[src/rtl/gpio_reg_pkg.sv]
// -----------------------------------------------------------------------------
// gpio_reg_pkg
// Shared definitions for the GPIO register port: register byte offsets,
// CTRL register bit positions, bus-master op-codes and master FSM state codes.
// Ports: none (package).
// -----------------------------------------------------------------------------
package gpio_reg_pkg;

    // Register byte offsets inside the GPIO register file
    localparam logic [31:0] REG_IN    = 32'h0000_0000;
    localparam logic [31:0] REG_OUT   = 32'h0000_0004;
    localparam logic [31:0] REG_OE    = 32'h0000_0008;
    localparam logic [31:0] REG_CTRL  = 32'h0000_000C;
    localparam logic [31:0] REG_IE    = 32'h0000_0010;
    localparam logic [31:0] REG_ISTAT = 32'h0000_0014;
    localparam logic [31:0] REG_ITYPE = 32'h0000_0018;
    localparam logic [31:0] REG_IPOL  = 32'h0000_001C;
    localparam logic [31:0] REG_DEB   = 32'h0000_0020;
    localparam logic [31:0] REG_NEC   = 32'h0000_0024;

    // CTRL register bit indices
    localparam int CTRL_EN_BIT     = 0;
    localparam int CTRL_LOCK_BIT   = 1;
    localparam int CTRL_DEB_EN_BIT = 2;

    // Command op-codes; 6 and 7 are reserved and rejected
    typedef enum logic [2:0] {
        OP_WR   = 3'd0,
        OP_RD   = 3'd1,
        OP_SET  = 3'd2,
        OP_CLR  = 3'd3,
        OP_TGL  = 3'd4,
        OP_POLL = 3'd5,
        OP_RSV6 = 3'd6,
        OP_RSV7 = 3'd7
    } op_e;

    // Master FSM state codes
    localparam logic [2:0] ST_IDLE = 3'd0;
    localparam logic [2:0] ST_RD   = 3'd1;
    localparam logic [2:0] ST_WR   = 3'd2;
    localparam logic [2:0] ST_GAP  = 3'd3;
    localparam logic [2:0] ST_RESP = 3'd4;

    // A command is legal when the op-code is defined and the offset is a
    // word-aligned offset no larger than the highest register
    function automatic logic cmd_legal(input logic [2:0]  op,
                                       input logic [31:0] addr,
                                       input logic [31:0] max_addr);
        return (op <= 3'd5) && (addr[1:0] == 2'b00) && (addr <= max_addr);
    endfunction

endpackage

[src/rtl/gpio_reg_master_if.sv]
// -----------------------------------------------------------------------------
// gpio_reg_master_if
// Bundles the host command/response channel and the GPIO register port.
//  cmd_valid/cmd_ready/cmd_op/cmd_addr/cmd_data/cmd_mask : host command
//  rsp_valid/rsp_ready/rsp_data/rsp_err                  : response channel
//  busy                                                  : master not idle
//  gpio_we/gpio_addr/gpio_dat_o/gpio_dat_i               : register port
// Modports: master = host sequencer plus register file side,
//           slave  = gpio_reg_master.
// -----------------------------------------------------------------------------
interface gpio_reg_master_if #(
    parameter int DATA_W = 32
);
    logic              cmd_valid;
    logic              cmd_ready;
    logic [2:0]        cmd_op;
    logic [31:0]       cmd_addr;
    logic [DATA_W-1:0] cmd_data;
    logic [DATA_W-1:0] cmd_mask;
    logic              rsp_valid;
    logic              rsp_ready;
    logic [DATA_W-1:0] rsp_data;
    logic              rsp_err;
    logic              busy;
    logic              gpio_we;
    logic [31:0]       gpio_addr;
    logic [DATA_W-1:0] gpio_dat_o;
    logic [DATA_W-1:0] gpio_dat_i;

    modport master (
        output cmd_valid, cmd_op, cmd_addr, cmd_data, cmd_mask, rsp_ready, gpio_dat_i,
        input  cmd_ready, rsp_valid, rsp_data, rsp_err, busy, gpio_we, gpio_addr, gpio_dat_o
    );

    modport slave (
        input  cmd_valid, cmd_op, cmd_addr, cmd_data, cmd_mask, rsp_ready, gpio_dat_i,
        output cmd_ready, rsp_valid, rsp_data, rsp_err, busy, gpio_we, gpio_addr, gpio_dat_o
    );
endinterface

[src/rtl/gpio_reg_master.sv]
// -----------------------------------------------------------------------------
// gpio_reg_master
// Bus initiator for the GPIO register file. Executes one command at a time
// (write, read, set/clear/toggle bits, poll-until-match) as cycles on the
// register port and returns the result on a valid/ready response channel.
// Ports:
//  sysclk    : clock, rising edge
//  sysrst_n  : synchronous active-low reset
//  bus       : gpio_reg_master_if.slave (command, response, register port)
// All outputs are registers; they are loaded from the next-state decode so
// cmd_ready/busy/rsp_valid/gpio_we line up exactly with the state they mark.
// -----------------------------------------------------------------------------
module gpio_reg_master
    import gpio_reg_pkg::*;
#(
    parameter int          DATA_W   = 32,
    parameter logic [31:0] MAX_ADDR = 32'h0000_0024,
    parameter int          POLL_MAX = 16,
    parameter int          POLL_GAP = 4
) (
    input  logic                sysclk,
    input  logic                sysrst_n,
    gpio_reg_master_if.slave    bus
);

    localparam int PCNT_W = $clog2(POLL_MAX + 1);
    localparam int GCNT_W = (POLL_GAP > 0) ? $clog2(POLL_GAP + 1) : 1;

    logic [2:0]        state_r;
    logic [2:0]        state_nxt_s;
    logic [2:0]        op_r;
    logic [DATA_W-1:0] data_r;
    logic [DATA_W-1:0] mask_r;
    logic [PCNT_W-1:0] pcnt_r;
    logic [GCNT_W-1:0] gcnt_r;

    logic              cmd_ready_r;
    logic              busy_r;
    logic              rsp_valid_r;
    logic [DATA_W-1:0] rsp_data_r;
    logic              rsp_err_r;
    logic              gpio_we_r;
    logic [31:0]       gpio_addr_r;
    logic [DATA_W-1:0] gpio_dat_o_r;

    logic              accept_s;
    logic              legal_s;
    logic              match_s;
    logic              last_poll_s;
    logic              gap_done_s;

    // Read-modify-write data path: the three bit operations share one mux
    function automatic logic [DATA_W-1:0] apply_op(input logic [2:0]        op,
                                                   input logic [DATA_W-1:0] rd,
                                                   input logic [DATA_W-1:0] pat);
        logic [DATA_W-1:0] res;
        case (op)
            OP_SET:  res = rd | pat;
            OP_CLR:  res = rd & ~pat;
            OP_TGL:  res = rd ^ pat;
            default: res = rd;
        endcase
        return res;
    endfunction

    // Next-state decode and per-state condition flags
    always_comb begin
        state_nxt_s = state_r;
        accept_s    = bus.cmd_valid & cmd_ready_r;
        legal_s     = cmd_legal(bus.cmd_op, bus.cmd_addr, MAX_ADDR);
        match_s     = ((bus.gpio_dat_i ^ data_r) & mask_r) == {DATA_W{1'b0}};
        last_poll_s = (pcnt_r == PCNT_W'(1));
        gap_done_s  = (gcnt_r == GCNT_W'(1));
        case (state_r)
            ST_IDLE: begin
                if (accept_s) begin
                    if (!legal_s) begin
                        state_nxt_s = ST_RESP;
                    end else if (bus.cmd_op == OP_WR) begin
                        state_nxt_s = ST_WR;
                    end else begin
                        state_nxt_s = ST_RD;
                    end
                end else begin
                    state_nxt_s = ST_IDLE;
                end
            end
            ST_RD: begin
                case (op_r)
                    OP_SET, OP_CLR, OP_TGL: state_nxt_s = ST_WR;
                    OP_POLL: begin
                        if (match_s || last_poll_s) begin
                            state_nxt_s = ST_RESP;
                        end else if (POLL_GAP == 0) begin
                            state_nxt_s = ST_RD;
                        end else begin
                            state_nxt_s = ST_GAP;
                        end
                    end
                    default: state_nxt_s = ST_RESP;
                endcase
            end
            ST_WR:   state_nxt_s = ST_RESP;
            ST_GAP: begin
                if (gap_done_s) begin
                    state_nxt_s = ST_RD;
                end else begin
                    state_nxt_s = ST_GAP;
                end
            end
            ST_RESP: begin
                if (bus.rsp_ready) begin
                    state_nxt_s = ST_IDLE;
                end else begin
                    state_nxt_s = ST_RESP;
                end
            end
            default: state_nxt_s = ST_IDLE;
        endcase
    end

    // State, command latches, counters and registered outputs
    always_ff @(posedge sysclk) begin
        if (!sysrst_n) begin
            state_r      <= ST_IDLE;
            op_r         <= 3'd0;
            data_r       <= {DATA_W{1'b0}};
            mask_r       <= {DATA_W{1'b0}};
            pcnt_r       <= {PCNT_W{1'b0}};
            gcnt_r       <= {GCNT_W{1'b0}};
            cmd_ready_r  <= 1'b1;
            busy_r       <= 1'b0;
            rsp_valid_r  <= 1'b0;
            rsp_data_r   <= {DATA_W{1'b0}};
            rsp_err_r    <= 1'b0;
            gpio_we_r    <= 1'b0;
            gpio_addr_r  <= 32'h0000_0000;
            gpio_dat_o_r <= {DATA_W{1'b0}};
        end else begin
            state_r     <= state_nxt_s;
            cmd_ready_r <= (state_nxt_s == ST_IDLE);
            busy_r      <= (state_nxt_s != ST_IDLE);
            rsp_valid_r <= (state_nxt_s == ST_RESP);
            gpio_we_r   <= (state_nxt_s == ST_WR);
            case (state_r)
                ST_IDLE: begin
                    if (accept_s) begin
                        op_r   <= bus.cmd_op;
                        data_r <= bus.cmd_data;
                        mask_r <= bus.cmd_mask;
                        pcnt_r <= PCNT_W'(POLL_MAX);
                        if (legal_s) begin
                            // The register port only moves for legal commands
                            gpio_addr_r <= bus.cmd_addr;
                            if (bus.cmd_op == OP_WR) begin
                                gpio_dat_o_r <= bus.cmd_data;
                            end else begin
                                gpio_dat_o_r <= gpio_dat_o_r;
                            end
                        end else begin
                            rsp_data_r <= {DATA_W{1'b0}};
                            rsp_err_r  <= 1'b1;
                        end
                    end else begin
                        op_r <= op_r;
                    end
                end
                ST_RD: begin
                    case (op_r)
                        OP_SET, OP_CLR, OP_TGL: begin
                            gpio_dat_o_r <= apply_op(op_r, bus.gpio_dat_i, data_r);
                        end
                        OP_POLL: begin
                            rsp_data_r <= bus.gpio_dat_i;
                            if (match_s) begin
                                rsp_err_r <= 1'b0;
                            end else if (last_poll_s) begin
                                rsp_err_r <= 1'b1;
                            end else begin
                                pcnt_r <= pcnt_r - PCNT_W'(1);
                                gcnt_r <= GCNT_W'(POLL_GAP);
                            end
                        end
                        default: begin
                            rsp_data_r <= bus.gpio_dat_i;
                            rsp_err_r  <= 1'b0;
                        end
                    endcase
                end
                ST_WR: begin
                    // Write-type commands report the value actually written
                    rsp_data_r <= gpio_dat_o_r;
                    rsp_err_r  <= 1'b0;
                end
                ST_GAP: begin
                    if (!gap_done_s) begin
                        gcnt_r <= gcnt_r - GCNT_W'(1);
                    end else begin
                        gcnt_r <= gcnt_r;
                    end
                end
                default: begin
                    op_r <= op_r;
                end
            endcase
        end
    end

    assign bus.cmd_ready  = cmd_ready_r;
    assign bus.busy       = busy_r;
    assign bus.rsp_valid  = rsp_valid_r;
    assign bus.rsp_data   = rsp_data_r;
    assign bus.rsp_err    = rsp_err_r;
    assign bus.gpio_we    = gpio_we_r;
    assign bus.gpio_addr  = gpio_addr_r;
    assign bus.gpio_dat_o = gpio_dat_o_r;

endmodule
[src/flat_wrapper.sv]
// flat-port wrapper written by rule: the top's interface ports become plain ports
module gpio_reg_master_flat import gpio_reg_pkg::*;
#(
    parameter int          DATA_W   = 32,
    parameter logic [31:0] MAX_ADDR = 32'h0000_0024,
    parameter int          POLL_MAX = 16,
    parameter int          POLL_GAP = 4
)
  (sysclk, sysrst_n, bus_cmd_valid, bus_cmd_op, bus_cmd_addr, bus_cmd_data, bus_cmd_mask, bus_rsp_ready, bus_gpio_dat_i, bus_cmd_ready, bus_rsp_valid, bus_rsp_data, bus_rsp_err, bus_busy, bus_gpio_we, bus_gpio_addr, bus_gpio_dat_o);
  gpio_reg_master_if #(.DATA_W(DATA_W)) bus_i ();
  input  logic sysclk;
  input  logic sysrst_n;
  input wire logic [$bits(bus_i.cmd_valid)-1:0] bus_cmd_valid;
  input wire logic [$bits(bus_i.cmd_op)-1:0] bus_cmd_op;
  input wire logic [$bits(bus_i.cmd_addr)-1:0] bus_cmd_addr;
  input wire logic [$bits(bus_i.cmd_data)-1:0] bus_cmd_data;
  input wire logic [$bits(bus_i.cmd_mask)-1:0] bus_cmd_mask;
  input wire logic [$bits(bus_i.rsp_ready)-1:0] bus_rsp_ready;
  input wire logic [$bits(bus_i.gpio_dat_i)-1:0] bus_gpio_dat_i;
  output wire logic [$bits(bus_i.cmd_ready)-1:0] bus_cmd_ready;
  output wire logic [$bits(bus_i.rsp_valid)-1:0] bus_rsp_valid;
  output wire logic [$bits(bus_i.rsp_data)-1:0] bus_rsp_data;
  output wire logic [$bits(bus_i.rsp_err)-1:0] bus_rsp_err;
  output wire logic [$bits(bus_i.busy)-1:0] bus_busy;
  output wire logic [$bits(bus_i.gpio_we)-1:0] bus_gpio_we;
  output wire logic [$bits(bus_i.gpio_addr)-1:0] bus_gpio_addr;
  output wire logic [$bits(bus_i.gpio_dat_o)-1:0] bus_gpio_dat_o;
  assign bus_i.cmd_valid = bus_cmd_valid;
  assign bus_i.cmd_op = bus_cmd_op;
  assign bus_i.cmd_addr = bus_cmd_addr;
  assign bus_i.cmd_data = bus_cmd_data;
  assign bus_i.cmd_mask = bus_cmd_mask;
  assign bus_i.rsp_ready = bus_rsp_ready;
  assign bus_i.gpio_dat_i = bus_gpio_dat_i;
  assign bus_cmd_ready = bus_i.cmd_ready;
  assign bus_rsp_valid = bus_i.rsp_valid;
  assign bus_rsp_data = bus_i.rsp_data;
  assign bus_rsp_err = bus_i.rsp_err;
  assign bus_busy = bus_i.busy;
  assign bus_gpio_we = bus_i.gpio_we;
  assign bus_gpio_addr = bus_i.gpio_addr;
  assign bus_gpio_dat_o = bus_i.gpio_dat_o;
  gpio_reg_master #(.DATA_W(DATA_W), .MAX_ADDR(MAX_ADDR), .POLL_MAX(POLL_MAX), .POLL_GAP(POLL_GAP)) u_core (.sysclk(sysclk), .sysrst_n(sysrst_n), .bus(bus_i));
endmodule
[config.mk]
export PLATFORM = sky130hd
export DESIGN_NAME = gpio_reg_master_flat
export DESIGN_NICKNAME = d
export VERILOG_FILES = /design/src/rtl/gpio_reg_pkg.sv /design/src/rtl/gpio_reg_master_if.sv /design/src/rtl/gpio_reg_master.sv /design/src/flat_wrapper.sv
export SDC_FILE = /design/constraint.sdc
export NUM_CORES = 1
export LEC_CHECK = 0
export CAP_MARGIN = 20
export CORE_MARGIN = 5
export CORE_UTILIZATION = 40
export DETAILED_ROUTE_END_ITERATION = 12
export PLACE_DENSITY_LB_ADDON = 0.1
export SLEW_MARGIN = 5
export SYNTH_ARGS = -nofsm -noshare
export SYNTH_HDL_FRONTEND = slang
export SYNTH_SLANG_ARGS = --single-unit
[constraint.sdc]
create_clock -name sysclk -period 2.86 [get_ports sysclk]
set_input_delay 0.429 -clock sysclk [delete_from_list [all_inputs] [get_ports sysclk]]
set_output_delay 0.429 -clock sysclk [all_outputs]
set_load 0.1 [all_outputs]
; ---- After elaboration in Yosys (flattened, before gate mapping)
; Index checks and enable logic that the tools add are counted.
[totals]
reg_bits = 179
out_inout_bits = 101
[classes]
eq_ne = 23
add_sub_neg = 2
mux = 34
order_cmp = 2
bitwise = 6
reduce_logical = 20
[op_table]
columns = op, count
row1 = $mux W32, 7
row2 = $pmux W32 S3, 2
row3 = $and A32 B32 Y32, 2
row4 = $pmux W32 S2, 1
row5 = $le A32 B6 Y1 const B, 1
row6 = $logic_not A32 Y1, 1
row7 = $not A32 Y32, 1
row8 = $or A32 B32 Y32, 1
row9 = $xor A32 B32 Y32, 1
row10 = $mux W3, 8
row11 = $mux W5, 4
row12 = $reduce_and A5 Y1, 4
row13 = $eq A3 B2 Y1 const B, 5
row14 = $pmux W3 S5, 1
row15 = $eq A3 B3 Y1 const B, 4
row16 = $ne A2 B2 Y1 const B, 6
row17 = $pmux W3 S2, 2
row18 = $pmux W5 S2, 1
row19 = $logic_not A3 Y1, 3
row20 = $ne A2 B1 Y1 const B, 4
row21 = $eq A3 B1 Y1 const B, 2
row22 = $reduce_bool A3 Y1, 2
row23 = $eq A5 B1 Y1 const B, 1
row24 = $sub A5 B1 Y5 const B, 1
row25 = 16 further kinds, 22

; ---- Longest topological paths before layout
[logic_depth]
depth_word = 8
mapped_depth = 9

; ---- Worst setup path after synthesis
; OpenSTA, ideal clock, no wires.
[synth_path]
path_type = flip-flop to flip-flop
start = reg u_core.cmd_ready_r, in the netlist u_core.bus.cmd_ready
end = reg u_core.gpio_dat_o_r[13], in the netlist u_core.bus.gpio_dat_o[13]
synth_period_minus_slack_ps = 2983
arrival_ps = 2913
path_stages_with_launch = 10
setup_time_ps = 70
setup_slack_ps = -123
path_cell_list = dfxtp_1 > nand2_1 > or4_1 > buf_2 > nor4_4 > a22oi_2 > buf_6 > buf_6 > a211o_1 > a21oi_1
[synth_between]
elab_chain_cells = 3
[synth_lines]
columns = element, line
row1 = "start, declared", gpio_reg_master.sv:37  ; logic cmd_ready_r;
row2 = "start signal, assigned", gpio_reg_master.sv:141  ; cmd_ready_r <= (state_nxt_s == ST_IDLE);
row3 = $and A1 B1 Y1, gpio_reg_master.sv:69  ; accept_s = bus.cmd_valid & cmd_ready_r;
row4 = $ne A2 B1 Y1 (no line), -
row5 = $reduce_and A5 Y1 (no line), -
row6 = "end signal, assigned", gpio_reg_master.sv:138  ; gpio_dat_o_r <= {DATA_W{1'b0}};
row7 = "end signal, assigned", gpio_reg_master.sv:156  ; gpio_dat_o_r <= bus.cmd_data;
row8 = "end signal, assigned", gpio_reg_master.sv:158  ; gpio_dat_o_r <= gpio_dat_o_r;
row9 = "end, declared", gpio_reg_master.sv:44  ; logic [DATA_W-1:0] gpio_dat_o_r;
; Every way passes these cells.
; A chain may end at the register's enable or synchronous reset.

; ---- Worst setup path in the final report
[layout_path]
start = in bus_gpio_dat_i[7]
end = reg u_core.busy_r, in the netlist u_core.bus.busy
[layout_between]
elab_chain_cells = 8
[layout_lines]
columns = element, line
row1 = "start, declared", flat_wrapper.sv:19  ; input wire logic [$bits(bus_i.gpio_dat_i)-1:0] bus_gpio_dat_i;
row2 = $xor A32 B32 Y32, gpio_reg_master.sv:71  ; match_s = ((bus.gpio_dat_i ^ data_r) & mask_r) == {DATA_W{1'b0}};
row3 = $and A32 B32 Y32, gpio_reg_master.sv:71
row4 = $logic_not A32 Y1, gpio_reg_master.sv:71
row5 = $logic_or A1 B1 Y1, gpio_reg_master.sv:92  ; if (match_s || last_poll_s) begin
row6 = $mux W3, gpio_reg_master.sv:92
row7 = $pmux W3 S2, gpio_reg_master.sv:89  ; case (op_r)
row8 = $pmux W3 S5, gpio_reg_master.sv:74  ; case (state_r)
row9 = $reduce_bool A3 Y1, gpio_reg_master.sv:142  ; busy_r <= (state_nxt_s != ST_IDLE);
row10 = "end signal, assigned", gpio_reg_master.sv:142
row11 = "end, declared", gpio_reg_master.sv:38  ; logic busy_r;
; Every way passes these cells.

==> run_results.csv <==
group,metric,value,unit
cells_and_area,seqCellArea,3590,sq um
route,first_iter_violations,587,
synthesis,synth_flop_cell,"dfxtp_1",
timing,max_freq,0.367,GHz
synthesis,ys_types,43,
cts,cts_htree_levels,4,
flow_run,maxCapViolCount,0,
timing,worst_slack,0.133,ns
route,wl,30800,um
synthesis,synth_top_area_share,38.3,%
route,routed_via_density,5.25,
die,die_w,163,um
cts,clock_sinks,179,
grt,grt_pass1_wl,48300,um
worst_hold_path,hp-class,"register to register",
cells_and_area,drive_gt1_share,16.2,%
critical_path,path_buf_inv,3,
die,start_util,40.2,%
die,rows,56,
timing,finClkSkew,0.0113,ns
pwr,p_sw_share,32.8,%
cts,cts_made_buffers,17,
die,num_io_pins,236,
cts,ctsHoldBuffers,0,
placed_design,dp_hpwl,21600,um
pwr,worst_ir_drop_vdd,0.000351,V
timing,rsz0062_at_grt,"no",
status,outcome,"complete, no violations",
timing,min_period_over_period,95.4,%
pwr,seqPwrFrac,39.7,%
route,wl_per_cell,17.6,um
placed_design,gp_congestion,0.826,
critical_path,cp_slowest_cell,"clkdlybuf4s50_1",
placed_design,io_buffers,235,
synthesis,synth_cells,1169,
grt,grt_pass1_vias,8919,
critical_path,end_kind,"register",
synthesis,syn_avg_cell_area,8.00,sq um
timing,setup_viol,0,
grt,grt_max_degree,99,
grt,overflow,0,
synthesis,syn_nets,1372,
pwr,p_leak,5.56,nW
placed_design,dp_slack,-0.282,ns
cts,cts_tree,"built",
synthesis,synth.most_common_cell,"nand2_1",
critical_path,critPathMaxFanout,4,
synthesis,synth_area_leaders,"dfxtp_1 38%, nand2_1 9.4%, ha_1 9.1%",
route,ant_nets,0,
cts,cts-root-buf,"clkbuf_16",
critical_path,slowest_delay,0.52,ns
synthesis,synthArstFlopShare,0,%
critical_path,crit_family,"simple AND/OR/NAND/NOR gates",
cts,post_cts_resize_count,0,
die,die_y,163,um
pwr,power.density,529,nW/um^2
critical_path,critPathKind,"input port to register",
cells_and_area,layout.nets,1617,
synthesis,yosys-top-cells-count,"235 x nand2_1, 179 x dfxtp_1, 137 x a21oi_1, 80 x nor2_1, 76 x clkbuf_1",
route,dr.pass1.iters,6,
pwr,combPwrFrac,23.6,%
route,drcViolationCount,0,
synthesis,ys_seq_area_share,38.3,%
cts,clock_latency,0.43,ns
cells_and_area,multi_input_area,5160,sq um
pwr,internal_power,0.00456,W
timing,slew_viol_final,0,
cells_and_area,fillers,2271,
timing,slew-limit-headroom,49.7,%
pwr,clkPwrFrac,36.8,%
critical_path,critPathRequiredTime,3.17,ns
cells_and_area,fin_util,55.2,%
cts,clk_pin_slew_worst_paths,0.07,ns
cts,postCtsSetupBuffers,0,
critical_path,path_cells,"clkdlybuf4s50_1 -> inv_1 -> ha_1 -> a22oi_1 -> nand4_1 -> nor4_1 -> buf_4 -> nor3_1 -> o31a_1 -> or3_1",
critical_path,arrival,3.04,ns
synthesis,synth_seq_cells,179,
pwr,p_sw,0.00223,W
synthesis,yosysTopAreaCell,"dfxtp_1",
timing,period_needed,2.73,ns
route,vias,9166,
synthesis,syn-cell-area,9350,sq um
synthesis,synth_edf_count,0,
grt,grt_usage,23.0,%
cts,cts_buffer_depth,2,
synthesis,ys_warn_count,0,
timing,final_hold_viol_count,0,
die,dieArea,26500,sq um
timing,worst_slew_pin_slew,0.754,ns
critical_path,start_kind,"input port",
cells_and_area,synthToLayoutAreaGrowth,37.3,%
die,coreArea,23300,sq um
grt,antenna_found_initial,2,
[worst paths after layout]
| kind | startpoint | endpoint | slack [ns] | depth (start not counted) |
|---|---|---|---|---|
| worst min register to register | u_core.mask_r[0]$_SDFFE_PN0P_ | u_core.mask_r[0]$_SDFFE_PN0P_ | 0.46 | 2 |
| worst max register to register | u_core.data_r[28]$_SDFFE_PN0P_ | u_core.bus.busy$_SDFF_PN0_ | 0.35 | 9 |
| worst min-delay path | u_core.mask_r[0]$_SDFFE_PN0P_ | u_core.mask_r[0]$_SDFFE_PN0P_ | 0.46 | 2 |
| worst max-delay path | bus_gpio_dat_i[7] | u_core.bus.busy$_SDFF_PN0_ | 0.13 | 10 |
[flip-flops by register name, indices dropped and copies added, names as in the netlist, 3 cells and up]
signal / cells
u_core.bus.gpio_addr: 32
u_core.bus.gpio_dat_o: 32
u_core.bus.rsp_data: 32
u_core.data_r: 32
u_core.gcnt_r: 3
u_core.mask_r: 32
u_core.op_r: 3
u_core.pcnt_r: 5
u_core.state_r: 3
[per-layer routing]
layer  share of wire [%]  GRT usage (%)  vias to the layer above
met4                 1.5           6.33                        2
li1                    -              -                     4541
met3                 7.1           5.47                       28
met2                  46           36.4                      264
met1                  46           31.6                     4331
met5               0.036              0                        -
[worst min-delay path: stages (launching register included)]
cell and delay (ns):
dfxtp_1 0.31, nand2_1 0.05, a21oi_1 0.05
[area by class of cell]
| type | instances | area share (%) |
|---|---|---|
| Inverter | 72 | 2.12 |
| Sequential cell | 179 | 28.0 |
| Multi-Input combinational cell | 826 | 40.2 |
| Clock inverter | 14 | 1.44 |
| Tap cell | 319 | 3.11 |
| Timing Repair Buffer | 318 | 21.8 |
| Antenna cell | 1 | 0.0195 |
| Clock buffer | 18 | 3.42 |
[stage by stage]
step	hold WS (ns)	power [W]	instances	instance area [sq um]	setup TNS [ns]
global route	0.471	0.00711	1747	12800	0
finish	0.457	0.00679	1747	12800	0
CTS	0.457	0.00686	1746	12800	0
floorplan	0.436	0.00371	1169	9350	0
detailed placement	0.445	0.00435	1714	12200	-1.03
global placement	0.441	0.00433	1714	12200	-0.762
[power groups by stage]
| stage | registers [W] | logic [W] | clock network [W] |
|---|---|---|---|
| 3_3_place_gp | 0.00275 | 0.00159 | 0 |
| 4_1_cts | 0.00269 | 0.00161 | 0.00256 |
| 6_report | 0.00269 | 0.00160 | 0.00250 |
| 2_1_floorplan | 0.00306 | 0.000654 | 0 |
| 3_5_place_dp | 0.00275 | 0.00160 | 0 |
| 5_1_grt | 0.00270 | 0.00174 | 0.00267 |
[cells by family (layout without fill, tap and decap cells)]
logic type | count (synthesis) | in the layout | synth area share [%]
AOI/OAI and AO/OA | 331 | 331 | 23.8
adders and majority gates | 68 | 68 | 9.10
muxes | 36 | 36 | 3.85
buffers and inverters | 164 | 422 | 6.92
DFF | 179 | 179 | 38.3
xor gates and xnor gates | 4 | 4 | 0.375
other | 0 | 1 | 0
and+or+nand+nor | 387 | 387 | 17.7
[cell usage in the layout, fill, tap and decap left out, drive strengths merged, types with 2 or more instances in the layout]
cell type,count
nand2,235
buf,185
dfxtp,179
a21oi,137
clkdlybuf4s50,133
nor2,80
inv,79
ha,68
mux2i,36
o21ai,35
o211ai,32
a211o,32
a221oi,32
o211a,32
and2,30
clkbuf,18
a22oi,17
nor4,12
nor3,9
nand4,6
xnor2,4
or3,4
nor2b,3
o21a,3
a31oi,3
clkinv,3
nor4b,2
and3,2
o311ai,2
bufinv,2
clkinvlp,2
o31ai,2
Note: power is estimated with default switching activity, not from simulation.
==> variant, RTL diff (same settings) <==
`DATA_W` is set to 32 in 3 places; all go to 64.
--- a/src/rtl/gpio_reg_master_if.sv
+++ b/src/rtl/gpio_reg_master_if.sv
@@ -9,7 +9,7 @@
 //           slave  = gpio_reg_master.
 // -----------------------------------------------------------------------------
 interface gpio_reg_master_if #(
-    parameter int DATA_W = 32
+    parameter int DATA_W = 64
 );
     logic              cmd_valid;
     logic              cmd_ready;
--- a/src/rtl/gpio_reg_master.sv
+++ b/src/rtl/gpio_reg_master.sv
@@ -13,7 +13,7 @@
 module gpio_reg_master
     import gpio_reg_pkg::*;
 #(
-    parameter int          DATA_W   = 32,
+    parameter int          DATA_W   = 64,
     parameter logic [31:0] MAX_ADDR = 32'h0000_0024,
     parameter int          POLL_MAX = 16,
     parameter int          POLL_GAP = 4
--- a/src/flat_wrapper.sv
+++ b/src/flat_wrapper.sv
@@ -1,7 +1,7 @@
 // flat-port wrapper written by rule: the top's interface ports become plain ports
 module gpio_reg_master_flat import gpio_reg_pkg::*;
 #(
-    parameter int          DATA_W   = 32,
+    parameter int          DATA_W   = 64,
     parameter logic [31:0] MAX_ADDR = 32'h0000_0024,
     parameter int          POLL_MAX = 16,
     parameter int          POLL_GAP = 4
Ports: changed (5 resized); port bits go from 236 to 396. No check against the original RTL was run, so the function may have changed too.
==> variant against the unedited design <==
  * Core utilization hardly changed
  * Synthesized area is 74% higher
  * Maximum frequency is 0.74% lower
  * Worst setup slack worse by 20 ps
  * Design area is 71% higher
  * Power is 71% higher
  * Wire length is 92% higher
  * Die area is 68% higher
  * Sequential cell count is 128 higher
  * Critical endpoint unchanged
  * Largest cell class unchanged
  * Largest power group unchanged
==> variant: results (changes against the unedited design) <==
metric,value,unit,change
Hold Path Depth,3,,+1
first-pass GRT wire length,90.7,mm,+88%
inverter count,135,,+88%
sequential-to-total area share from yosys stat,0.379,,-0.00454
top post-synthesis cells by area,"dfxtp_1, nand2_1, ha_1",,
IO Port Bufs,395,,+68%
Synth Net Count,2365,,+72%
mapped cell area,0.0162,mm^2,+74%
fin crit share,0.961,,+0.00714
DR iter-0 viols,1041,,+77%
multi-input logic area,0.00904,mm^2,+75%
NetSw,3630,uW,+63%
met1 GRT Util,0.340,,+0.0242
Hold Path Class,input port to flip-flop,,
metal3 WL,4.71,mm,+120%
Yosys cell types,51,,+19%
met3 Resource Use GR,0.0689,,+0.0142
met1 WL,26.0,mm,+84%
Worst-Margin Slew,686,ps,-68.1 ps
hold path startpoint,bus_cmd_mask[13],,
multi-input combinational area share,0.411,,+0.00897
hpwl dp,41.8,mm,+94%
Num CTS Buffers,36,,+19
Placed Instances,2872,,+68%
crit path max fanout,8,,+4
hold worst-path end,u_core.mask_r[13],,
Vias/cell,5.36,,+2.1%
largest net degree at the start of global routing,103,,+4.0%
multi-input gates,1402,,+70%
Synth Register Bits,307,,+72%
antenna cells,10,,+9
Setup Slack @ Placement,-564,ps,-282 ps
met2 WL,26.7,mm,+90%
CP peak stage delay,550,ps,+30 ps
Clock-cell share,0.0493,,+0.000651
Critical Path Sink,u_core.bus.busy,,
reg2reg start,u_core.data_r[2],,
worst-case clock skew,21.8,ps,+10.5 ps
Post-synth top cells,"nand2_1, dfxtp_1, a21boi_0, clkbuf_1, nor2_1",,
buffer share of cell area,0.207,,-0.0110
Final nets,2748,,+70%
M2 GR Usage,0.402,,+0.0376
Worst R2R Setup Slack,160,ps,-190 ps
Layout fillers,3735,,+64%
# clk buffers,56,,+38
worst r2r path cells,11,,+2
share of cells above drive strength 1,0.144,,-0.0183
DRT Wirelength,59.3,mm,+92%
non-clock buffer total of the final layout,503,,+58%
run status,completed,,
cell area after placement,0.0209,mm^2,+71%
"slowest stage cell, crit path",or4_4,,
leak pwr,0.00938,uW,+69%
worst skew pair latency,560,ps,+130 ps
Post-Synthesis Cells,2002,,+71%
H-tree Lvls,2,,-2
initial antenna violation count,27,,+25
[variant: kinds of logic (layout without fill, tap and decap cells)]
kind of cell | Yosys count | count (layout) | share of synthesized area
other | 0 | 10 | 0
buffers and inverters | 293 | 700 | 0.0700
muxes | 4 | 4 | 0.00247
AOI/OAI and AO/OA | 578 | 578 | 0.274
and+or+nand+nor | 684 | 684 | 0.171
adders and majority gates | 132 | 132 | 0.102
xor gates and xnor gates | 4 | 4 | 0.00216
DFF | 307 | 307 | 0.379
[variant: what timing repair did]
item / CTS / global route
setup endpoints to repair: 0 / 10
hold buffers: 0 / 0
gates resized for setup: 0 / 5
[variant: power by group through the flow]
stage / Combinational (uW) / Clock, uW / Sequential (uW)
floorplan: 972 / 0 / 5250
global placement: 2560 / 0 / 4710
detailed placement: 2600 / 0 / 4710
CTS: 2610 / 4490 / 4620
global route: 2810 / 4630 / 4640
finish: 2610 / 4370 / 4620
